==> src/rtl/note_sequencer.sv <==
// Note playback controller: fetches note words from a synchronous-read memory, drives four
// tone voices' pitch/enable, and holds each note for dur x TICK_DIV clock cycles.
module note_sequencer #(
    parameter int unsigned ADDR_W   = 8,
    parameter int unsigned TICK_DIV = 1024
) (
    input  logic              clk,
    input  logic              rst_n,
    input  logic              start,
    input  logic              stop,
    output logic [ADDR_W-1:0] mem_addr,
    output logic              mem_rd,
    input  logic [31:0]       mem_data,
    output logic [63:0]       voice_period,
    output logic [3:0]        voice_en,
    output logic              note_strobe,
    output logic              busy,
    output logic              done
);

    typedef enum logic [2:0] {StIdle, StFetch, StExec, StPlay, StDone} state_e;

    localparam int unsigned    PreW    = (TICK_DIV > 1) ? $clog2(TICK_DIV) : 1;
    localparam logic [PreW-1:0] PreLast = PreW'(TICK_DIV - 1);

    state_e              state_q, state_d;
    logic [ADDR_W-1:0]   addr_q, addr_d;
    logic [ADDR_W-1:0]   mem_addr_q, mem_addr_d;
    logic [63:0]         period_q, period_d;
    logic [3:0]          en_q, en_d;
    logic                strobe_q, strobe_d;
    logic [7:0]          dur_q, dur_d;
    logic [7:0]          tick_q, tick_d;
    logic [PreW-1:0]     pre_q, pre_d;

    logic [7:0]  cmd;
    logic [7:0]  dur;
    logic [15:0] pitch;
    logic        is_note, is_rest, is_end;

    assign cmd     = mem_data[31:24];
    assign dur     = mem_data[23:16];
    assign pitch   = mem_data[15:0];
    assign is_note = (cmd[7:4] == 4'h0);
    assign is_rest = (cmd == 8'h20);
    assign is_end  = (cmd == 8'h11);

    always_comb begin
        state_d    = state_q;
        addr_d     = addr_q;
        mem_addr_d = mem_addr_q;
        period_d   = period_q;
        en_d       = en_q;
        strobe_d   = 1'b0;
        dur_d      = dur_q;
        tick_d     = tick_q;
        pre_d      = pre_q;

        unique case (state_q)
            StIdle, StDone: begin
                if (start) begin
                    state_d    = StFetch;
                    addr_d     = '0;
                    mem_addr_d = '0;
                end
            end
            StFetch: state_d = StExec;
            StExec: begin
                addr_d = addr_q + 1'b1;
                if (is_end) begin
                    en_d    = 4'b0000;
                    state_d = StDone;
                end else if (is_note || is_rest) begin
                    strobe_d = 1'b1;
                    if (is_note) begin
                        for (int v = 0; v < 4; v++) begin
                            if (cmd[v]) begin
                                period_d[16*v +: 16] = pitch;
                                en_d[v]              = 1'b1;
                            end
                        end
                    end else begin
                        en_d = 4'b0000;
                    end
                    dur_d  = dur;
                    tick_d = '0;
                    pre_d  = '0;
                    if (dur != 8'd0) begin
                        state_d = StPlay;
                    end else begin
                        state_d    = StFetch;
                        mem_addr_d = addr_q + 1'b1;
                    end
                end else begin
                    state_d    = StFetch;
                    mem_addr_d = addr_q + 1'b1;
                end
            end
            StPlay: begin
                if (pre_q == PreLast) begin
                    pre_d = '0;
                    if (tick_q == dur_q - 8'd1) begin
                        state_d    = StFetch;
                        mem_addr_d = addr_q;
                    end else begin
                        tick_d = tick_q + 8'd1;
                    end
                end else begin
                    pre_d = pre_q + 1'b1;
                end
            end
            default: state_d = StIdle;
        endcase

        // stop overrides everything, including a simultaneous start
        if (stop && state_q != StIdle) begin
            state_d    = StIdle;
            en_d       = 4'b0000;
            addr_d     = '0;
            mem_addr_d = '0;
            strobe_d   = 1'b0;
        end else if (stop) begin
            state_d    = StIdle;
            addr_d     = addr_q;
            mem_addr_d = mem_addr_q;
        end
    end

    always_ff @(posedge clk or negedge rst_n) begin
        if (!rst_n) begin
            state_q    <= StIdle;
            addr_q     <= '0;
            mem_addr_q <= '0;
            period_q   <= '0;
            en_q       <= '0;
            strobe_q   <= 1'b0;
            dur_q      <= '0;
            tick_q     <= '0;
            pre_q      <= '0;
        end else begin
            state_q    <= state_d;
            addr_q     <= addr_d;
            mem_addr_q <= mem_addr_d;
            period_q   <= period_d;
            en_q       <= en_d;
            strobe_q   <= strobe_d;
            dur_q      <= dur_d;
            tick_q     <= tick_d;
            pre_q      <= pre_d;
        end
    end

    assign mem_addr     = mem_addr_q;
    assign mem_rd       = (state_q == StFetch);
    assign voice_period = period_q;
    assign voice_en     = en_q;
    assign note_strobe  = strobe_q;
    assign busy         = (state_q == StFetch) || (state_q == StExec) || (state_q == StPlay);
    assign done         = (state_q == StDone);

endmodule

==> config.mk <==
export PLATFORM = sky130hd
export DESIGN_NAME = note_sequencer
export DESIGN_NICKNAME = d
export VERILOG_FILES = /design/src/rtl/note_sequencer.sv
export SDC_FILE = /design/constraint.sdc
export NUM_CORES = 1
export LEC_CHECK = 0
export ABC_AREA = 0
export BUFFER_PORTS_ARGS = -buffer_cell sky130_fd_sc_hd__buf_2
export CORE_ASPECT_RATIO = 1.5
export CORE_MARGIN = 1.5
export CORE_UTILIZATION = 30
export CTS_CLUSTER_DIAMETER = 40
export DETAILED_ROUTE_END_ITERATION = 16
export GPL_TIMING_DRIVEN = 0
export PLACE_DENSITY = 0.56
export SLEW_MARGIN = 0
export SYNTH_ARGS = -nofsm -noshare
export SYNTH_HDL_FRONTEND = slang
export SYNTH_SLANG_ARGS = --single-unit
==> constraint.sdc <==
create_clock -name clk -period 4.4 [get_ports clk]
set_input_delay 0.66 -clock clk [delete_from_list [all_inputs] [get_ports clk]]
set_output_delay 0.66 -clock clk [all_outputs]
set_load 0.05 [all_outputs]
==> results of run 1 <==
-- path summary, 6_finish.rpt --
check / to / slack, ns / cells past startpoint
setup / recovery: mem_addr[2] / 1.68 / 8
hold / removal: voice_period[51] / 0.18 / 1
setup reg to reg: mem_addr[2] / 1.68 / 8
hold reg to reg: pre_q[9] / 0.48 / 1
max in group asynchronous: mem_addr[7] / 3.53 / 2
min in group clk: dur_q[4] / 0.46 / 3
-- power by group --
part           internal (mW)  switching (mW)
logic                  0.216           0.451
clock network          0.841           0.512
registers               1.18           0.130
-- stage by stage --
stage	setup slack (ns)	hold slack [ns]	instance area [sq um]	utilization, %
after CTS	1.65	0.179	6600	39.3
after floorplan	1.89	0.364	5140	-
after detailed placement	1.51	0.478	6010	35.8
after global placement	1.28	0.461	5980	35.6
final	1.68	0.177	6600	39.3
after global routing	1.43	0.195	6600	39.3
-- flip-flops by register name, indices dropped and copies added (netlist names) --
signal	count
voice_period	64
pre_q	10
addr_q	8
dur_q	8
mem_addr	8
tick_q	8
voice_en	4
state_q	3
note_strobe	1
-- cell type report --
class	instances	area, sq um	share of cell area, %
Buffer	16	61.3	0.930
Multi-Input combinational cell	316	2210	33.5
Clock inverter	14	156	2.37
Inverter	5	18.8	0.285
Tap cell	210	263	3.98
Clock buffer	18	429	6.51
Timing Repair Buffer	115	604	9.16
Sequential cell	114	2850	43.3
-- cells in the mapped netlist, drive strengths merged (7+ instances only) --
master  number
xor2         9
or3          7
and3        12
xnor2        7
clkbuf      14
nor2        31
nand2       41
mux2        65
nand3       20
a21oi       16
o21ai       33
a32o         8
o31ai       10
dfrtp      114
-- kinds of logic (layout without fill, tap and decap cells) --
| family | after synthesis | in the layout |
|---|---|---|
| flip-flops | 114 | 114 |
| AND/OR/NAND/NOR | 147 | 147 |
| XOR/XNOR | 16 | 16 |
| adder cells (fa/ha/maj) | 4 | 4 |
| multiplexers | 66 | 66 |
| AO/OA/AOI/OAI | 83 | 83 |
| buffers and inverters | 21 | 168 |
-- routing by layer --
metal / track usage, % / up-vias / wire (microns)
li1: - / 1903 / -
met1: 17.1 / 2016 / 5220
met2: 26.6 / 136 / 6810
met3: 5.75 / 8 / 915
met4: 4.72 / 0 / 97
met5: 0 / - / 0
==> results.py, run 1 <==
metrics = {
    "worst_setup_path": {
        "slowest_delay_ns": 0.44,
        "r2r_start": "dur_q[0]",
        "worst_setup_path_start_kind": "flop",
        "crit_chain": "inv_1 -> ha_1 -> nor2b_1 -> or3_1 -> a31o_1 -> or3_4 -> o311a_4 -> a32o_1",
        "critPathCaptureType": "flop",
        "path_max_fanout": 8,
        "cp_slowest_cell": "o311a_4",
        "cp-startpoint": "dur_q[0]",
        "worstPathRequired_ns": 4.68,
        "path_delay_family": "simple AND/OR/NAND/NOR gates",
        "path_buf_inv": 1,
        "critical_path_class": "flop to flop",
        "worstPathArrival_ns": 3.01,
    },
    "synth": {
        "syn-cell-area_sq_um": 5140,
        "synth_edf_count": 0,
        "synth_xor_xnor_area_share_pct": 2.73,
        "ys_seq_elements": 114,
        "synth-async-reset-ratio_pct": 100,
        "synth_top_family_by_area": "multiplexers",
        "synthesis.nets": 491,
        "syn_inst": 451,
        "yosys_most_used_dff": "dfrtp_1",
        "synth.largest_area_cell": "dfrtp_1",
        "avgSynthCellArea_sq_um": 11.4,
        "synthMuxAreaShare_pct": 14.4,
        "synth_simple_gate_area_share_pct": 14.3,
        "synth.area.top_cells": "dfrtp_1, mux2_2, o21ai_0",
        "yosysUniqueCellTypes": 44,
        "yosysSeqAreaShare_pct": 55.5,
        "synth_compound_area_share_pct": 10.6,
        "synthAdderAreaFrac_pct": 0.973,
        "netlist.area_leader.share_pct": 55.5,
        "yosys_warnings": 0,
    },
    "floorplan": {
        "num_rows": 58,
        "coreArea_sq_um": 16800,
        "start_util_pct": 30.7,
        "io_pins": 116,
        "die_h_microns": 163,
        "design.die.area_sq_um": 18000,
        "die_w_microns": 110,
    },
    "cells_and_area": {
        "diodes": 0,
        "n_fill_cell": 1656,
        "layout_common_cells": "buf_2, dfrtp_1, mux2_2",
        "drive_gt1_share_pct": 36.5,
        "area_delta_synth_final_pct": 28.2,
        "nets": 625,
        "final_cell_count_no_fill": 808,
    },
    "timing": {
        "skew_ns": 0.0116,
        "slew_violations": 0,
        "rsz0062_at_grt": "false",
        "relSlewSlack_pct": 41.2,
        "setup_violations": 0,
        "layout_worst_path_cycle_share_pct": 61.9,
        "setup_tns_ns": 0,
        "worst_pin_slew_ns": 0.874,
        "fmax_ghz": 0.367,
        "post-route-min-period_ns": 2.72,
        "hold_violations": 0,
    },
    "drt": {
        "wl_per_cell_microns": 16.1,
        "drtPass1Iterations": 4,
        "viasPerCell": 5.03,
        "vias": 4063,
        "drc_errors": 0,
        "finalWirelength_microns": 13000,
        "drtIter0Drc": 151,
        "final_antenna_net_count": 0,
    },
    "placed_design": {
        "numPortBuffers": 114,
        "globalplace.congestion": 0.800,
        "detailed_place_hpwl_microns": 9570,
        "dp_cells": 776,
    },
    "clocking": {
        "post_cts_buffers": 0,
        "post_cts_resized": 0,
        "clkLatencyLatePin_ns": 0.41,
        "cts_tree": "yes",
        "clock_path_buffers": 2,
        "clk_pin_slew_ns": 0.06,
        "cts_hold_buf": 0,
        "numCtsBuffers": 17,
        "htreeDepth": 4,
        "cts.sinks": 114,
        "cts-root-buf": "clkbuf_16",
    },
    "global_route": {
        "track_usage_pct": 15.3,
        "grt_overflow": 0,
        "grt_max_degree": 70,
        "antenna_found_initial": 0,
        "grt_first_pass_wirelength_microns": 21100,
        "grt_pass1_vias": 4147,
    },
    "worst_hold_path": {
        "hold_class": "input port to asynchronous set/reset pin",
    },
    "outcome": {
        "outcome": "finished clean",
    },
    "pwr": {
        "ir_drop_mv": 0.288,
        "powerDensity_nw_per_um2": 506,
        "p_leak_nw": 3.37,
        "p_total_mw": 3.34,
    },
    "flow_run": {
        "drv_cap": 0,
    },
}
No activity file was read; power rests on OpenSTA's default activity.
==> run 2, diff against run 1 <==
--- a/config.mk
+++ b/config.mk
@@ -5,7 +5,7 @@
 export SDC_FILE = /design/constraint.sdc
 export NUM_CORES = 1
 export LEC_CHECK = 0
-export ABC_AREA = 0
+export ABC_AREA = 1
 export BUFFER_PORTS_ARGS = -buffer_cell sky130_fd_sc_hd__buf_2
 export CORE_ASPECT_RATIO = 1.5
 export CORE_MARGIN = 1.5
@@ -13,7 +13,7 @@
 export CTS_CLUSTER_DIAMETER = 40
 export DETAILED_ROUTE_END_ITERATION = 16
 export GPL_TIMING_DRIVEN = 0
-export PLACE_DENSITY = 0.56
+export PLACE_DENSITY = 0.58
 export SLEW_MARGIN = 0
 export SYNTH_ARGS = -nofsm -noshare
 export SYNTH_HDL_FRONTEND = slang
==> constraint.sdc (replaced) <==
create_clock -name clk -period 2.5 [get_ports clk]
set_input_delay 0.375 -clock clk [delete_from_list [all_inputs] [get_ports clk]]
set_output_delay 0.375 -clock clk [all_outputs]
set_load 0.05 [all_outputs]
==> run 2 against run 1 <==
Compared with the run above: combinational power rose to 5.1 times the previous value; area after synthesis up 2.2%; critical path type unchanged; final cell count rose by 22%; global-route usage is 1.6 points higher.
==> results.py, run 2 <==
metrics = {
    "clocking": {
        "clkLatencyLatePin_ns": 0.42,
        "cts_hold_buf": 1,
        "post_cts_buffers": 0,
        "clock_path_buffers": 2,
        "clk_pin_slew_ns": 0.06,
        "cts_tree": "yes",
        "numCtsBuffers": 17,
        "post_cts_resized": 0,
        "cts.sinks": 114,
        "cts-root-buf": "clkbuf_16",
        "htreeDepth": 4,
    },
    "worst_setup_path": {
        "crit_chain": "inv_1 -> ha_1 -> nand2_1 -> inv_1 -> nor2_1 -> nand2_1 -> nor2_1 -> nand4_1 -> o21bai_1 -> nand2_1 -> nand2_4 -> nand2_4 -> nand2_1 -> nand2_1",
        "cp_num_cells": 14,
        "rr_worst_depth": 14,
        "path_max_fanout": 9,
        "crit_top_cell": "nand2_1",
        "path_buf_inv": 2,
        "critPathCaptureType": "flop",
        "critical_path_class": "flop to flop",
        "cp_slowest_cell": "dfrtp_1",
        "slowest_delay_ns": 0.40,
        "path_delay_family": "simple AND/OR/NAND/NOR gates",
        "worstPathArrival_ns": 2.45,
        "worstPathRequired_ns": 2.80,
        "worst_setup_path_start_kind": "flop",
    },
    "synth": {
        "synth-async-reset-ratio_pct": 100,
        "yosys_most_used_dff": "dfrtp_1",
        "post-synth-top-count-cell": "nand2_1",
        "syn-cell-area_sq_um": 5260,
        "synthesis.nets": 665,
        "synth_edf_count": 0,
        "avgSynthCellArea_sq_um": 8.41,
        "yosys_warnings": 0,
        "yosysUniqueCellTypes": 38,
        "netlist.area_leader.share_pct": 54.3,
        "synthTopCellsByCount": "nand2_1, dfrtp_1, o21ai_0",
        "yosysSeqAreaShare_pct": 54.3,
        "syn_inst": 625,
        "synth.area.top_cells": "dfrtp_1, nand2_1, o21ai_0",
        "synth.largest_area_cell": "dfrtp_1",
        "ys_seq_elements": 114,
    },
    "cells_and_area": {
        "n_fill_cell": 1835,
        "area_delta_synth_final_pct": 28.0,
        "diodes": 0,
        "nets": 801,
        "drive_gt1_share_pct": 23.6,
        "layout_common_cells": "nand2_1, buf_2, dfrtp_1",
        "largest_reg_flops": 64,
        "final_area_sq_um": 6730,
        "final_common_cell": "nand2_1",
        "final_cell_count_no_fill": 987,
        "fin_util_pct": 38.9,
    },
    "floorplan": {
        "start_util_pct": 30.4,
        "design.die.area_sq_um": 18300,
        "die_w_microns": 111,
        "die_h_microns": 165,
        "io_pins": 116,
        "num_rows": 59,
        "coreArea_sq_um": 17300,
    },
    "pwr": {
        "p_leak_nw": 3.53,
        "swShare_pct": 45.4,
        "seqPwrFrac_pct": 32.1,
        "ir_drop_mv": 0.611,
        "pwr-share-clk_pct": 28.2,
        "powerDensity_nw_per_um2": 1270,
        "p_int_mw": 4.67,
        "combPwrFrac_pct": 39.7,
        "p_switching_mw": 3.89,
    },
    "drt": {
        "drc_errors": 0,
        "wl_per_cell_microns": 14.8,
        "final_antenna_net_count": 0,
        "vias": 4584,
        "drtIter0Drc": 227,
        "viasPerCell": 4.64,
        "drtPass1Iterations": 4,
        "finalWirelength_microns": 14600,
    },
    "flow_run": {
        "drv_cap": 0,
    },
    "timing": {
        "relSlewSlack_pct": 57.4,
        "fmax_ghz": 0.465,
        "worst_pin_slew_ns": 0.639,
        "setup_violations": 0,
        "layout_worst_path_cycle_share_pct": 86.1,
        "setup_tns_ns": 0,
        "post-route-min-period_ns": 2.15,
        "hold_violations": 0,
        "skew_ns": 0.00731,
        "rsz0062_at_grt": "false",
        "slew_violations": 0,
    },
    "global_route": {
        "track_usage_pct": 16.9,
        "grt_max_degree": 61,
        "grt_pass1_vias": 4771,
        "antenna_found_initial": 0,
        "grt_first_pass_wirelength_microns": 24200,
        "grt_overflow": 0,
    },
    "placed_design": {
        "dp_cells": 954,
        "numPortBuffers": 115,
        "placed_area_sq_um": 6130,
        "globalplace.congestion": 0.848,
        "detailed_place_hpwl_microns": 10800,
    },
    "outcome": {
        "outcome": "finished clean",
    },
    "worst_hold_path": {
        "hold_class": "input port to flop",
        "whs_path_depth": 3,
    },
}
==> run 2: path summary, 6_finish.rpt <==
path	from	slack [ns]	to
min in group asynchronous	rst_n	0.48	dur_q[4]
max in group asynchronous	rst_n	1.32	pre_q[5]
worst max register to register	dur_q[0]	0.35	mem_addr[2]
worst min-delay path	mem_data[22]	0.17	dur_q[6]
worst max-delay path	dur_q[0]	0.35	mem_addr[2]
worst min register to register	mem_addr[1]	0.46	mem_addr[1]
==> run 2: routing by layer <==
layer / vias up / global-route usage [%] / wire (microns)
li1: 2289 / - / -
met1: 2180 / 18.3 / 5890
met2: 100 / 32.0 / 7710
met3: 15 / 4.74 / 752
met4: 0 / 5.35 / 236
met5: - / 0 / 0
==> run 2: cell families after synthesis <==
| logic type | share of synthesized area (%) |
|---|---|
| buffers and inverters | 6.86 |
| AND/OR/NAND/NOR | 23.9 |
| AO/OA/AOI/OAI | 12.2 |
| XOR/XNOR | 1.83 |
| adder cells (fa/ha/maj) | 0.952 |
| flip-flops | 54.3 |
==> run 2: power by group through the flow <==
stage                     Combinational, mW  Sequential (mW)  Clock, mW
after detailed placement               3.42             2.76          0
final                                  3.40             2.75       2.41
after global routing                   3.71             2.82       2.54
after CTS                              3.43             2.75       2.46
after global placement                 3.39             2.76          0
after floorplan                        1.26             4.04          0
==> run 2: layout make-up <==
cell class                 instances  area (sq um)  area share (%)
multi-input combinational        424          2040            30.4
sequential                       114          2850            42.4
inverter                          69           264            3.93
tap                              213           267            3.96
clock buffer                      17           425            6.33
clock inverter                    15           159            2.36
buffer                            18          96.3            1.43
timing repair buffer             117           619            9.21
==> run 2: metrics by stage <==
stage / setup slack [ns] / hold slack, ns / power (mW)
CTS: 0.329 / 0.165 / 8.64
global route: 0.0435 / 0.168 / 9.07
global placement: -0.459 / 0.450 / 6.15
floorplan: 0.539 / 0.0794 / 5.30
detailed placement: 0.349 / 0.370 / 6.19
finish: 0.348 / 0.174 / 8.56
==> run 2: worst reg2reg max path, cell delays in order, from the launching register on <==
cell and delay, ns:
dfrtp_1 0.40, inv_1 0.12, ha_1 0.32, nand2_1 0.07, inv_1 0.03, nor2_1 0.07
nand2_1 0.07, nor2_1 0.10, nand4_1 0.15, o21bai_1 0.24, nand2_1 0.12, nand2_4 0.14
nand2_4 0.11, nand2_1 0.07, nand2_1 0.04
==> run 3, diff against run 2 <==
==> constraint.sdc (replaced) <==
create_clock -name clk -period 2.5 [get_ports clk]
set_input_delay 0.375 -clock clk [delete_from_list [all_inputs] [get_ports clk]]
set_output_delay 0.375 -clock clk [all_outputs]
set_load 0.1 [all_outputs]
==> run 3 against run 2 <==
Compared with the run above: combinational power is 45% higher; die area stayed put; non-clock buffer count stayed put; critical endpoint is now done; via count is 0.13% higher; clock power hardly changed; hold slack better by 0.011 ns.
==> results.py, run 3 (synthesis gave the netlist of run 2 again) <==
metrics = {
    "global_route": {
        "antenna_found_initial": 0,
        "grt_overflow": 0,
        "grt_pass1_vias": 4767,
        "grt_max_degree": 60,
        "grt_first_pass_wirelength_microns": 24300,
        "track_usage_pct": 17.0,
    },
    "drt": {
        "final_antenna_net_count": 0,
        "drtIter0Drc": 191,
        "finalWirelength_microns": 14700,
        "viasPerCell": 4.66,
        "wl_per_cell_microns": 14.9,
        "vias": 4590,
        "drtPass1Iterations": 4,
        "drc_errors": 0,
    },
    "timing": {
        "slew_violations": 0,
        "worst_pin_slew_ns": 0.583,
        "relSlewSlack_pct": 61.2,
        "skew_ns": 0.0108,
        "setup_violations": 0,
        "layout_worst_path_cycle_share_pct": 89.2,
        "hold_violations": 0,
        "post-route-min-period_ns": 2.23,
        "hold-worst-slack_ns": 0.185,
        "fmax_ghz": 0.448,
        "rsz0062_at_grt": "false",
    },
    "placed_design": {
        "numPortBuffers": 115,
        "globalplace.congestion": 0.814,
        "detailed_place_hpwl_microns": 11000,
    },
    "clocking": {
        "cts-root-buf": "clkbuf_16",
        "numCtsBuffers": 17,
        "post_cts_resized": 0,
        "post_cts_buffers": 0,
        "clock_path_buffers": 2,
        "cts_hold_buf": 1,
        "clkLatencyLatePin_ns": 0.41,
        "cts_tree": "yes",
        "clk_pin_slew_ns": 0.06,
        "htreeDepth": 4,
        "cts.sinks": 114,
    },
    "cells_and_area": {
        "fin_util_pct": 39.0,
        "drive_gt1_share_pct": 23.7,
        "multi_input_area_sq_um": 2050,
        "area_delta_synth_final_pct": 28.1,
        "n_fill_cell": 1827,
        "final_common_cell": "nand2_1",
        "nets": 801,
        "layout_common_cells": "nand2_1, buf_2, dfrtp_1",
        "seqCellArea_sq_um": 2850,
        "largest_reg_flops": 64,
        "diodes": 0,
    },
    "worst_setup_path": {
        "r2r_setup_slack_ns": 0.36,
        "worstPathArrival_ns": 1.86,
        "critical_path_class": "flop to primary output",
        "critPathCaptureType": "primary output",
        "path_max_fanout": 6,
        "worstPathRequired_ns": 2.12,
        "worst_setup_path_start_kind": "flop",
    },
    "floorplan": {
        "num_rows": 59,
        "die_w_microns": 111,
        "coreArea_sq_um": 17300,
        "design.die.area_sq_um": 18300,
        "io_pins": 116,
        "die_h_microns": 165,
        "start_util_pct": 30.4,
    },
    "pwr": {
        "combPwrFrac_pct": 48.9,
        "p_leak_nw": 3.53,
        "p_int_mw": 4.71,
        "p_switching_mw": 5.37,
        "pwr-share-clk_pct": 23.8,
        "swShare_pct": 53.3,
        "ir_drop_mv": 0.919,
        "seqPwrFrac_pct": 27.3,
        "powerDensity_nw_per_um2": 1500,
    },
    "outcome": {
        "outcome": "finished clean",
    },
    "flow_run": {
        "drv_cap": 0,
    },
    "worst_hold_path": {
        "hold_class": "input port to flop",
    },
}
[run 3: cell count changes in the layout (fill, tap and decap cells not counted)]
| cell | delta |
|---|---|
| clkinv_2 | -1 |
| clkbuf_8 | +2 |
| nor3_1 | -1 |
| clkinvlp_4 | +2 |
| inv_6 | -2 |
| clkinv_4 | -2 |
| nor3_2 | +1 |
[run 3: per-stage QoR]
step                      worst slack (ns)  instance area [sq um]  setup TNS, ns  power (mW)  cells
after global placement              -0.479                   6100         -53.71        7.68    953
after floorplan                      0.128                   5260              0        6.80    625
after detailed placement             0.365                   6140              0        7.73    954
final                                0.269                   6730              0        10.1    986
after global routing                0.0604                   6730              0        10.6    986
after CTS                            0.260                   6730              0        10.2    986
[run 3: final timing paths]
check | from | to | depth (start not counted)
worst max-delay path | state_q[1] | done | 4
worst min-delay path | mem_data[21] | dur_q[5] | 3
worst max register to register | dur_q[0] | mem_addr[5] | 15
worst min register to register | mem_addr[4] | mem_addr[4] | 2
max in group asynchronous | rst_n | voice_period[15] | 3
min in group asynchronous | rst_n | tick_q[4] | 2
[run 3: critical path, cell delays in order (launching register included)]
cell and delay [ns]:
dfrtp_1 0.42, nor2_2 0.29, inv_1 0.13, nor2_1 0.16
buf_2 0.45
[run 3: power by group through the flow]
stage | sequential (mW) | clock, mW | combinational, mW
2_1_floorplan | 5.46 | 0 | 1.33
3_3_place_gp | 2.76 | 0 | 4.92
3_5_place_dp | 2.77 | 0 | 4.96
4_1_cts | 2.75 | 2.45 | 4.97
5_1_grt | 2.82 | 2.54 | 5.24
6_report | 2.75 | 2.40 | 4.93
[run 3: area by class of cell]
class                   instances  share of cell area [%]
flip-flops and latches        114                    42.4
plain buffers                  18                    1.43
inverters                      69                    3.92
multi-input cells             424                    30.4
well taps                     213                    3.96
clock buffers                  19                    6.73
repair buffers                117                    9.20
clock inverters                12                    1.99
[run 3: layer usage]
metal | vias to the layer above | GRT usage [%] | wire, microns
li1 | 2298 | - | -
met1 | 2163 | 18.6 | 5890
met2 | 113 | 31.8 | 7860
met3 | 16 | 4.49 | 670
met4 | 0 | 6.27 | 243
met5 | - | 0 | 0
